### src/rtl/pc_fetch_if.sv
`timescale 1ns/1ps
// Bundle between the fetch unit, instruction memory and the execute stage.
// Latency: none, this is wiring only.
// Backpressure: instr_waitrequest stalls reads and exec_done gates retirement.
interface pc_fetch_if;
    logic [31:0] pcnext;
    logic        redirect;
    logic        exec_done;
    logic        instr_waitrequest;
    logic [31:0] instr_readdata;
    logic        instr_read;
    logic [31:0] instr_address;
    logic [31:0] pc;
    logic [31:0] instr;
    logic        instr_valid;
    logic        active;
    logic        addr_error;

    // The fetch unit drives the memory request and the instruction it holds.
    modport master (
        input  pcnext, redirect, exec_done, instr_waitrequest, instr_readdata,
        output instr_read, instr_address, pc, instr, instr_valid, active, addr_error
    );

    // Memory and execute stage side.
    modport slave (
        output pcnext, redirect, exec_done, instr_waitrequest, instr_readdata,
        input  instr_read, instr_address, pc, instr, instr_valid, active, addr_error
    );
endinterface

### src/rtl/pc_fetch.sv
`timescale 1ns/1ps
// Fetch front end for a MIPS-style core with a single branch-delay slot.
// Latency: instr_valid one cycle after an accepted read; at most one instruction per two cycles.
// Backpressure: instr_waitrequest holds the read in FETCH; exec_done gates leaving EXEC.
module pc_fetch (
    input  logic       clk,
    input  logic       reset,
    pc_fetch_if.master bus
);
    typedef enum logic [1:0] {
        ST_RST   = 2'd0,
        ST_FETCH = 2'd1,
        ST_EXEC  = 2'd2,
        ST_HALT  = 2'd3
    } state_t;

    localparam logic [31:0] RESET_PC = 32'hBFC0_0000;

    state_t      r_state;
    state_t      w_state_nxt;
    logic [31:0] r_pc;
    logic [31:0] r_instr;
    logic [31:0] r_dly_target;
    logic        r_dly_pending;
    logic        r_addr_error;

    logic [31:0] w_pc_new;
    logic        w_fetch_ack;
    logic        w_retire;
    logic        w_pc_zero;
    logic        w_pc_misaligned;
    logic        w_instr_read;
    logic        w_instr_valid;
    logic        w_active;

    // A pending branch target wins over sequential flow; the add wraps naturally at 2^32.
    assign w_pc_new        = r_dly_pending ? r_dly_target : (r_pc + 32'd4);
    assign w_pc_zero       = (w_pc_new == 32'h0000_0000);
    assign w_pc_misaligned = (w_pc_new[1:0] != 2'b00);
    assign w_fetch_ack     = (r_state == ST_FETCH) && !bus.instr_waitrequest;
    assign w_retire        = (r_state == ST_EXEC) && bus.exec_done;

    // State register
    always_ff @(posedge clk or posedge reset) begin
        if (reset) begin
            r_state <= ST_RST;
        end else begin
            r_state <= w_state_nxt;
        end
    end

    // Next state and state-decoded outputs; HALT is only left through reset
    always_comb begin
        w_state_nxt   = r_state;
        w_instr_read  = 1'b0;
        w_instr_valid = 1'b0;
        w_active      = 1'b0;
        case (r_state)
            ST_RST: begin
                w_state_nxt = ST_FETCH;
            end
            ST_FETCH: begin
                w_instr_read = 1'b1;
                w_active     = 1'b1;
                if (w_fetch_ack) begin
                    w_state_nxt = ST_EXEC;
                end
            end
            ST_EXEC: begin
                w_instr_valid = 1'b1;
                w_active      = 1'b1;
                if (bus.exec_done) begin
                    w_state_nxt = (w_pc_zero || w_pc_misaligned) ? ST_HALT : ST_FETCH;
                end
            end
            ST_HALT: begin
                w_state_nxt = ST_HALT;
            end
            default: begin
                w_state_nxt = ST_RST;
            end
        endcase
    end

    // Latch the instruction word when memory accepts the read
    always_ff @(posedge clk or posedge reset) begin
        if (reset) begin
            r_instr <= 32'h0000_0000;
        end else if (w_fetch_ack) begin
            r_instr <= bus.instr_readdata;
        end
    end

    // On retirement: advance pc, consume any pending target and arm a new one if this is a branch
    always_ff @(posedge clk or posedge reset) begin
        if (reset) begin
            r_pc          <= RESET_PC;
            r_dly_target  <= 32'h0000_0000;
            r_dly_pending <= 1'b0;
            r_addr_error  <= 1'b0;
        end else if (w_retire) begin
            r_pc          <= w_pc_new;
            r_dly_pending <= bus.redirect;
            if (bus.redirect) begin
                r_dly_target <= bus.pcnext;
            end
            if (w_pc_misaligned) begin
                r_addr_error <= 1'b1;
            end
        end
    end

    assign bus.instr_read    = w_instr_read;
    assign bus.instr_address = r_pc;
    assign bus.pc            = r_pc;
    assign bus.instr         = r_instr;
    assign bus.instr_valid   = w_instr_valid;
    assign bus.active        = w_active;
    assign bus.addr_error    = r_addr_error;
endmodule

### src/flat_wrapper.sv
// flat-port wrapper written by rule: the top's interface ports become plain ports
module pc_fetch_flat 
  (clk, reset, bus_pcnext, bus_redirect, bus_exec_done, bus_instr_waitrequest, bus_instr_readdata, bus_instr_read, bus_instr_address, bus_pc, bus_instr, bus_instr_valid, bus_active, bus_addr_error);
  pc_fetch_if bus_i ();
  input  logic clk;
  input  logic reset;
  input wire logic [$bits(bus_i.pcnext)-1:0] bus_pcnext;
  input wire logic [$bits(bus_i.redirect)-1:0] bus_redirect;
  input wire logic [$bits(bus_i.exec_done)-1:0] bus_exec_done;
  input wire logic [$bits(bus_i.instr_waitrequest)-1:0] bus_instr_waitrequest;
  input wire logic [$bits(bus_i.instr_readdata)-1:0] bus_instr_readdata;
  output wire logic [$bits(bus_i.instr_read)-1:0] bus_instr_read;
  output wire logic [$bits(bus_i.instr_address)-1:0] bus_instr_address;
  output wire logic [$bits(bus_i.pc)-1:0] bus_pc;
  output wire logic [$bits(bus_i.instr)-1:0] bus_instr;
  output wire logic [$bits(bus_i.instr_valid)-1:0] bus_instr_valid;
  output wire logic [$bits(bus_i.active)-1:0] bus_active;
  output wire logic [$bits(bus_i.addr_error)-1:0] bus_addr_error;
  assign bus_i.pcnext = bus_pcnext;
  assign bus_i.redirect = bus_redirect;
  assign bus_i.exec_done = bus_exec_done;
  assign bus_i.instr_waitrequest = bus_instr_waitrequest;
  assign bus_i.instr_readdata = bus_instr_readdata;
  assign bus_instr_read = bus_i.instr_read;
  assign bus_instr_address = bus_i.instr_address;
  assign bus_pc = bus_i.pc;
  assign bus_instr = bus_i.instr;
  assign bus_instr_valid = bus_i.instr_valid;
  assign bus_active = bus_i.active;
  assign bus_addr_error = bus_i.addr_error;
  pc_fetch u_core (.clk(clk), .reset(reset), .bus(bus_i));
endmodule
### config.mk
export PLATFORM = sky130hd
export DESIGN_NAME = pc_fetch_flat
export DESIGN_NICKNAME = d
export VERILOG_FILES = /design/src/rtl/pc_fetch_if.sv /design/src/rtl/pc_fetch.sv /design/src/flat_wrapper.sv
export SDC_FILE = /design/constraint.sdc
export NUM_CORES = 1
export LEC_CHECK = 0
export CAP_MARGIN = 20
export CORE_MARGIN = 4
export CORE_UTILIZATION = 35
export CTS_BUF_LIST = sky130_fd_sc_hd__clkbuf_4
export DETAILED_ROUTE_END_ITERATION = 7
export PLACE_DENSITY = 0.61
export SYNTH_ARGS = -nofsm -noshare
export SYNTH_HDL_FRONTEND = slang
export SYNTH_SLANG_ARGS = --single-unit
### constraint.sdc
create_clock -name clk -period 9.4 [get_ports clk]
set_input_delay 1.88 -clock clk [delete_from_list [all_inputs] [get_ports clk]]
set_output_delay 1.88 -clock clk [all_outputs]
set_load 0.02 [all_outputs]
==> reports/qor.log, run 1 <==
[routing] Vias 4501
[sta] number of setup violations in the final report 0
[worst_setup_path] critical path arrival 1.99 ns
[sta] Final Hold Violating Endpoints 0
[power_and_ir_drop] total leakage power 0.00282 µW
[placement] final weighted congestion of routability-driven global placement 0.844
[worst_setup_path] highest-delay cell along the critical path sky130_fd_sc_hd__clkdlybuf4s50_1
[cells_and_area] highest-count cells in the layout ignoring fill and taps 168 x sky130_fd_sc_hd__clkdlybuf4s50_1, 90 x sky130_fd_sc_hd__dfrtp_1, 68 x sky130_fd_sc_hd__mux2_2
[yosys] Yosys cell types 57
[yosys] area share of the largest cell type after synthesis 0.418
[cells_and_area] fraction of layout cells with a size suffix above 1 0.170
[die] Die Height 133 µm
[yosys] synthesis-stage register bit count 100
[routing] Antenna Violating Nets Remaining 0
[worst_setup_path] launch point of the worst path u_core.r_state[0]
[clock_network] number of buffers added to fix hold violations after cts 0
[yosys] number of enable flip-flop cells after synthesis 0
[worst_setup_path] cell depth of the worst setup path 4
[die] die span in x 133 µm
[routing] violation count after the first detailed-route iteration 200
[sta] clk_skew 0.0122 ns
[sta] Setup Total Neg Slack 0 ns
[routing] aggregate routed wire length 15100 µm
[power_and_ir_drop] pwr dens 344 nW/µm²
[sta] setup repair after global routing missed its margin no
[yosys] syn avg cell area 10.4 µm²
[worst_setup_path] Setup CP Type flip-flop to output port
[routing] count of unresolved DRC violations after routing 0
[power_and_ir_drop] peak ir drop on the vdd network 0.164 mV
[cells_and_area] number of nets in the layout 715
[grt] first-pass GRT wire length 24700 µm
[placement] number of buffers added on ports 168
[worst_setup_path] max incr delay on CP 0.61 ns
[worst_setup_path] R2R cell count 8
[clock_network] clock-pin slew of the registers on the worst-case setup and hold paths 0.14 ns
[sta] minimum hold slack 0.484 ns
[clock_network] post-CTS sizing 0
[grt] GR Util All Layers 0.175
[cells_and_area] area occupied by multi-input gates 2490 µm²
[worst_setup_path] slack of the worst reg-to-reg path 5.97 ns
[sta] crit path setup slack, layout 5.53 ns
[yosys] syn nets 599
[run] count of maximum capacitance violations 0
[die] number of standard-cell rows in the floorplan 45
[routing] average wire per cell in the routed design 17.6 µm
[sta] clock period minus worst slack 3.87 ns
[die] Core Box Area 15300 µm²
[yosys] total standard cell area after synthesis 5450 µm²
[die] area of the die 17600 µm²
[worst_setup_path] Crit path top cell by count sky130_fd_sc_hd__inv_1
[clock_network] clock tree from TritonCTS built
[worst_setup_path] critical path required time 7.52 ns
[clock_network] TritonCTS Buffers 9
[cells_and_area] register area 2510 µm²
[yosys] number of warnings printed during yosys synthesis 0
[hold_path] worst min-delay path class flip-flop to flip-flop
[worst_setup_path] Critical R2R Launch u_core.bus.instr_address[2]
[sta] worst max-slew margin expressed relative to the limit 0.342
[clock_network] Clk Tree Root Cell sky130_fd_sc_hd__clkbuf_4
[worst_setup_path] family of cells with the greatest summed delay on the critical path buffers and inverters
[yosys] async set-reset flop share out of synthesis 1.00
[routing] via-per-instance ratio 5.25
[worst_setup_path] kind of launch point of the worst setup path flip-flop
[clock_network] maximum level of the CTS H-tree 3
[clock_network] number of clock sinks 100
[cells_and_area] most common cell after layout, fill and taps aside sky130_fd_sc_hd__clkdlybuf4s50_1
[clock_network] latest clock arrival within the worst-skew pair 0.46 ns
[yosys] area leader, netlist sky130_fd_sc_hd__dfrtp_1
[placement] post-place setup slack 5.29 ns
[hold_path] Hold Crit Depth 1
[worst_setup_path] Max FO, Critical Path 6
[die] number of top-level pins 169
[sta] slew at the pin closest to its max-slew limit 0.986 ns
[grt] number of antenna violations at the first check in global routing 1
[routing] First-pass DRT Iterations 4
[sta] Fmax 0.259 GHz
[grt] final global-route overflow total 0
[worst_setup_path] critical path buffer and inverter count 3
[run_status] status finished clean
[cells_and_area] area growth from synthesis to layout 31.6%
[grt] maximum number of pins on one net before global-route repair 84
[yosys] Synth area leaders sky130_fd_sc_hd__dfrtp_1 42%, sky130_fd_sc_hd__mux2_2 14%, sky130_fd_sc_hd__buf_4 5.1%
[hold_path] hold_sp u_core.bus.addr_error
[yosys] gate count after technology mapping 525
[cells_and_area] Filler cells 1445
[clock_network] CTS Buffer Depth 2
[die] effective utilization at floorplan 0.357
[clock_network] Post-CTS Setup Bufs 0
[placement] dpl hpwl 10900 µm
[cells_and_area] final standard cell utilization of the core 0.470
[sta] final worst path period share 0.411
[grt] number of global-route vias before repair 4695
[sta] Max Slew Vio Count 0
[yosys] Primary FF master, synth sky130_fd_sc_hd__dfrtp_1
[worst_setup_path] type of destination of the critical path output port
[yosys] proportion of synthesized chip area in sequential cells 0.461
[worst_setup_path] list of cells traversed by the critical path inv_1, ha_1, inv_1, clkdlybuf4s50_1
sequential cells by signal (all words and copies together) (netlist names):
signal                    cells
u_core.r_dly_pending          1
u_core.bus.instr_address     32
u_core.r_state                2
u_core.bus.addr_error         1
u_core.bus.instr             32
u_core.r_dly_target          32
area by class of cell:
| class | count | area share |
|---|---|---|
| Antenna cell | 1 | 0.000349 |
| Clock buffer | 11 | 0.0115 |
| Clock inverter | 5 | 0.00401 |
| Timing Repair Buffer | 174 | 0.243 |
| Multi-Input combinational cell | 345 | 0.347 |
| Tap cell | 211 | 0.0368 |
| Sequential cell | 100 | 0.350 |
| Inverter | 11 | 0.00610 |
routing by layer:
metal	track usage	vias up	wire length [µm]
met5	0	-	0
met4	0.0693	0	270
met3	0.0639	19	1550
met2	0.277	193	7200
met1	0.217	2178	6120
li1	-	2111	-
kinds of logic (layout without fill, tap and decap cells):
family	count (synthesis)	in the layout	synth area share
AND/OR/NAND/NOR	144	144	0.142
adder cells (fa/ha/maj)	5	5	0.0115
buffers and inverters	80	201	0.0824
other	0	1	0
AO/OA/AOI/OAI	108	108	0.129
flip-flops	100	100	0.461
multiplexers	73	73	0.150
XOR/XNOR	15	15	0.0241
cell usage after synthesis (4+ instances only):
library cell	number
sky130_fd_sc_hd__a21oi_1	15
sky130_fd_sc_hd__a22oi_1	8
sky130_fd_sc_hd__and3_1	6
sky130_fd_sc_hd__and4_1	4
sky130_fd_sc_hd__buf_1	10
sky130_fd_sc_hd__buf_2	8
sky130_fd_sc_hd__buf_4	37
sky130_fd_sc_hd__clkbuf_1	14
sky130_fd_sc_hd__dfrtp_1	91
sky130_fd_sc_hd__dfstp_2	9
sky130_fd_sc_hd__ha_1	5
sky130_fd_sc_hd__inv_1	11
sky130_fd_sc_hd__mux2_2	68
sky130_fd_sc_hd__mux2i_1	5
sky130_fd_sc_hd__nand2_1	37
sky130_fd_sc_hd__nand2b_1	6
sky130_fd_sc_hd__nand3_1	16
sky130_fd_sc_hd__nand4_1	10
sky130_fd_sc_hd__nor2_1	21
sky130_fd_sc_hd__nor3_1	10
sky130_fd_sc_hd__nor4_1	12
sky130_fd_sc_hd__o2111ai_1	4
sky130_fd_sc_hd__o21ai_0	45
sky130_fd_sc_hd__o32ai_1	4
sky130_fd_sc_hd__or3_1	6
sky130_fd_sc_hd__xnor2_1	7
sky130_fd_sc_hd__xor2_1	8
stage by stage:
step	power, µW	instances	area, µm²
2_1_floorplan	1740	525	5450
3_5_place_dp	2280	840	7030
5_1_grt	2650	858	7180
3_3_place_gp	2250	840	7030
4_1_cts	2490	856	7150
6_report	2470	858	7180
where the power goes:
group / switching, µW / internal [µW]
combinational: 669 / 674
sequential: 267 / 654
clock: 143 / 59.0
path summary, 6_finish.rpt:
kind,endpoint
hold reg to reg,u_core.bus.addr_error
min in group asynchronous,u_core.bus.instr[17]
hold / removal,u_core.bus.addr_error
setup / recovery,bus_active
max in group asynchronous,u_core.bus.instr_address[23]
setup reg to reg,u_core.r_state[1]
No activity file was read; power rests on OpenSTA's default activity.
==> run 2: changes to the inputs <==
- clock period: 9.4 -> 3.6 ns (I/O delays scaled with it)
==> reports/qor.log, run 2 (same netlist as run 1, synthesis figures left out) <==
[die] Core Box Area 15300 µm²
[worst_setup_path] critical path required time 4.03 ns
[power_and_ir_drop] share of power burned in registers 0.371
[worst_setup_path] critical path arrival 3.23 ns
[sta] worst max-slew margin expressed relative to the limit 0.412
[sta] clock period minus worst slack 2.80 ns
[die] area of the die 17600 µm²
[clock_network] TritonCTS Buffers 9
[routing] average wire per cell in the routed design 17.9 µm
[worst_setup_path] end of the worst register-to-register path u_core.r_state[1]
[routing] count of unresolved DRC violations after routing 0
[power_and_ir_drop] peak ir drop on the vdd network 0.406 mV
[sta] Fmax 0.357 GHz
[worst_setup_path] launch point of the worst path u_core.bus.instr_address[2]
[worst_setup_path] Max FO, Critical Path 15
[power_and_ir_drop] total power 6490 µW
[clock_network] post-CTS sizing 0
[grt] maximum number of pins on one net before global-route repair 72
[cells_and_area] Filler cells 1450
[cells_and_area] most common cell after layout, fill and taps aside sky130_fd_sc_hd__clkdlybuf4s50_1
[die] effective utilization at floorplan 0.357
[power_and_ir_drop] Logic pwr share 0.542
[placement] number of buffers added on ports 168
[worst_setup_path] R2R cell count 9
[routing] violation count after the first detailed-route iteration 278
[power_and_ir_drop] total leakage power 0.00284 µW
[sta] setup repair after global routing missed its margin no
[cells_and_area] area growth from synthesis to layout 32.1%
[worst_setup_path] capturing element of the worst setup path u_core.r_state[1]
[die] number of standard-cell rows in the floorplan 45
[die] die span in x 133 µm
[routing] aggregate routed wire length 15400 µm
[placement] final weighted congestion of routability-driven global placement 0.856
[hold_path] worst min-delay path class flip-flop to flip-flop
[sta] Max Slew Vio Count 0
[cells_and_area] highest-count cells in the layout ignoring fill and taps 168 x sky130_fd_sc_hd__clkdlybuf4s50_1, 90 x sky130_fd_sc_hd__dfrtp_1, 68 x sky130_fd_sc_hd__mux2_2
[cells_and_area] fraction of layout cells with a size suffix above 1 0.178
[cells_and_area] register area 2510 µm²
[placement] dpl hpwl 11300 µm
[power_and_ir_drop] switching part of the total power 0.440
[clock_network] CTS Buffer Depth 2
[routing] via-per-instance ratio 5.34
[clock_network] Clk Tree Root Cell sky130_fd_sc_hd__clkbuf_4
[grt] number of global-route vias before repair 4530
[die] number of top-level pins 169
[sta] number of setup violations in the final report 0
[sta] slew at the pin closest to its max-slew limit 0.882 ns
[routing] Vias 4610
[sta] Final Hold Violating Endpoints 0
[clock_network] latest clock arrival within the worst-skew pair 0.49 ns
[power_and_ir_drop] reported net switching power 2850 µW
[power_and_ir_drop] Internal Dissipation 3640 µW
[clock_network] clock-pin slew of the registers on the worst-case setup and hold paths 0.17 ns
[routing] First-pass DRT Iterations 5
[grt] final global-route overflow total 0
[cells_and_area] number of nets in the layout 720
[die] Die Height 133 µm
[run] count of maximum capacitance violations 0
[cells_and_area] area occupied by multi-input gates 2490 µm²
[worst_setup_path] kind of launch point of the worst setup path flip-flop
[sta] Setup Total Neg Slack 0 ns
[clock_network] Post-CTS Setup Bufs 0
[clock_network] number of clock sinks 100
[run_status] status finished clean
[power_and_ir_drop] Clk pwr share 0.086
[sta] clk_skew 0.0251 ns
[grt] GR Util All Layers 0.175
[clock_network] maximum level of the CTS H-tree 3
[power_and_ir_drop] pwr dens 901 nW/µm²
[clock_network] clock tree from TritonCTS built
[routing] Antenna Violating Nets Remaining 0
[sta] final worst path period share 0.779
[worst_setup_path] type of destination of the critical path flip-flop
[sta] minimum hold slack 0.489 ns
[grt] first-pass GRT wire length 24600 µm
[worst_setup_path] slack of the worst reg-to-reg path 0.80 ns
[worst_setup_path] Setup CP Type flip-flop to flip-flop
[grt] number of antenna violations at the first check in global routing 1
[clock_network] number of buffers added to fix hold violations after cts 0
[worst_setup_path] Critical R2R Launch u_core.bus.instr_address[2]
run 2: worst min path at each step:
stage	to	from	cells after the start
6_report	u_core.bus.addr_error	u_core.bus.addr_error	1
3_3_place_gp	u_core.bus.addr_error	u_core.bus.addr_error	1
5_1_grt	u_core.bus.addr_error	u_core.bus.addr_error	1
4_1_cts	u_core.bus.addr_error	u_core.bus.addr_error	1
3_5_place_dp	u_core.bus.addr_error	u_core.bus.addr_error	1
2_1_floorplan	u_core.r_dly_target[28]	u_core.r_dly_target[28]	1
run 2: worst max-delay path: stages, from the launching register on:
cell and delay (ns):
sky130_fd_sc_hd__dfrtp_1 0.52, sky130_fd_sc_hd__ha_1 0.27, sky130_fd_sc_hd__and3_1 0.39, sky130_fd_sc_hd__nand4_1 0.25, sky130_fd_sc_hd__buf_4 0.27, sky130_fd_sc_hd__o21ai_0 0.19
sky130_fd_sc_hd__a31o_2 0.17, sky130_fd_sc_hd__o2111ai_1 0.14, sky130_fd_sc_hd__nor4_1 0.34, sky130_fd_sc_hd__a41o_1 0.20
run 2: through the flow:
step | utilization | area [µm²] | instances | setup slack, ns
after global placement | 0.464 | 7080 | 846 | 0.677
after CTS | 0.472 | 7200 | 862 | 0.792
after floorplan | - | 5450 | 525 | 0.276
after detailed placement | 0.464 | 7080 | 846 | 0.561
final | 0.472 | 7200 | 863 | 0.797
after global routing | 0.472 | 7200 | 863 | 0.560
run 2: area by class of cell:
cell class                      instances  share of cell area
Timing Repair Buffer                  179               0.245
Inverter                               11             0.00608
Clock buffer                           10              0.0104
Sequential cell                       100               0.349
Tap cell                              211              0.0366
Clock inverter                          6             0.00660
Multi-Input combinational cell        345               0.346
Antenna cell                            1            0.000347
run 2: power groups by stage:
stage | logic, µW | registers (µW) | clock network [µW]
2_1_floorplan | 1960 | 2580 | 0
3_3_place_gp | 3510 | 2400 | 0
3_5_place_dp | 3540 | 2440 | 0
4_1_cts | 3550 | 2420 | 600
5_1_grt | 3780 | 2520 | 639
6_report | 3520 | 2410 | 559
run 2: layer usage:
layer / track usage / part of all wire / wire length (µm) / vias up
met5: 0 / 0 / 0 / -
met2: 0.277 / 0.47 / 7220 / 205
met4: 0.0473 / 0.016 / 252 / 0
met3: 0.0707 / 0.093 / 1440 / 21
met1: 0.224 / 0.42 / 6510 / 2266
li1: - / - / - / 2118
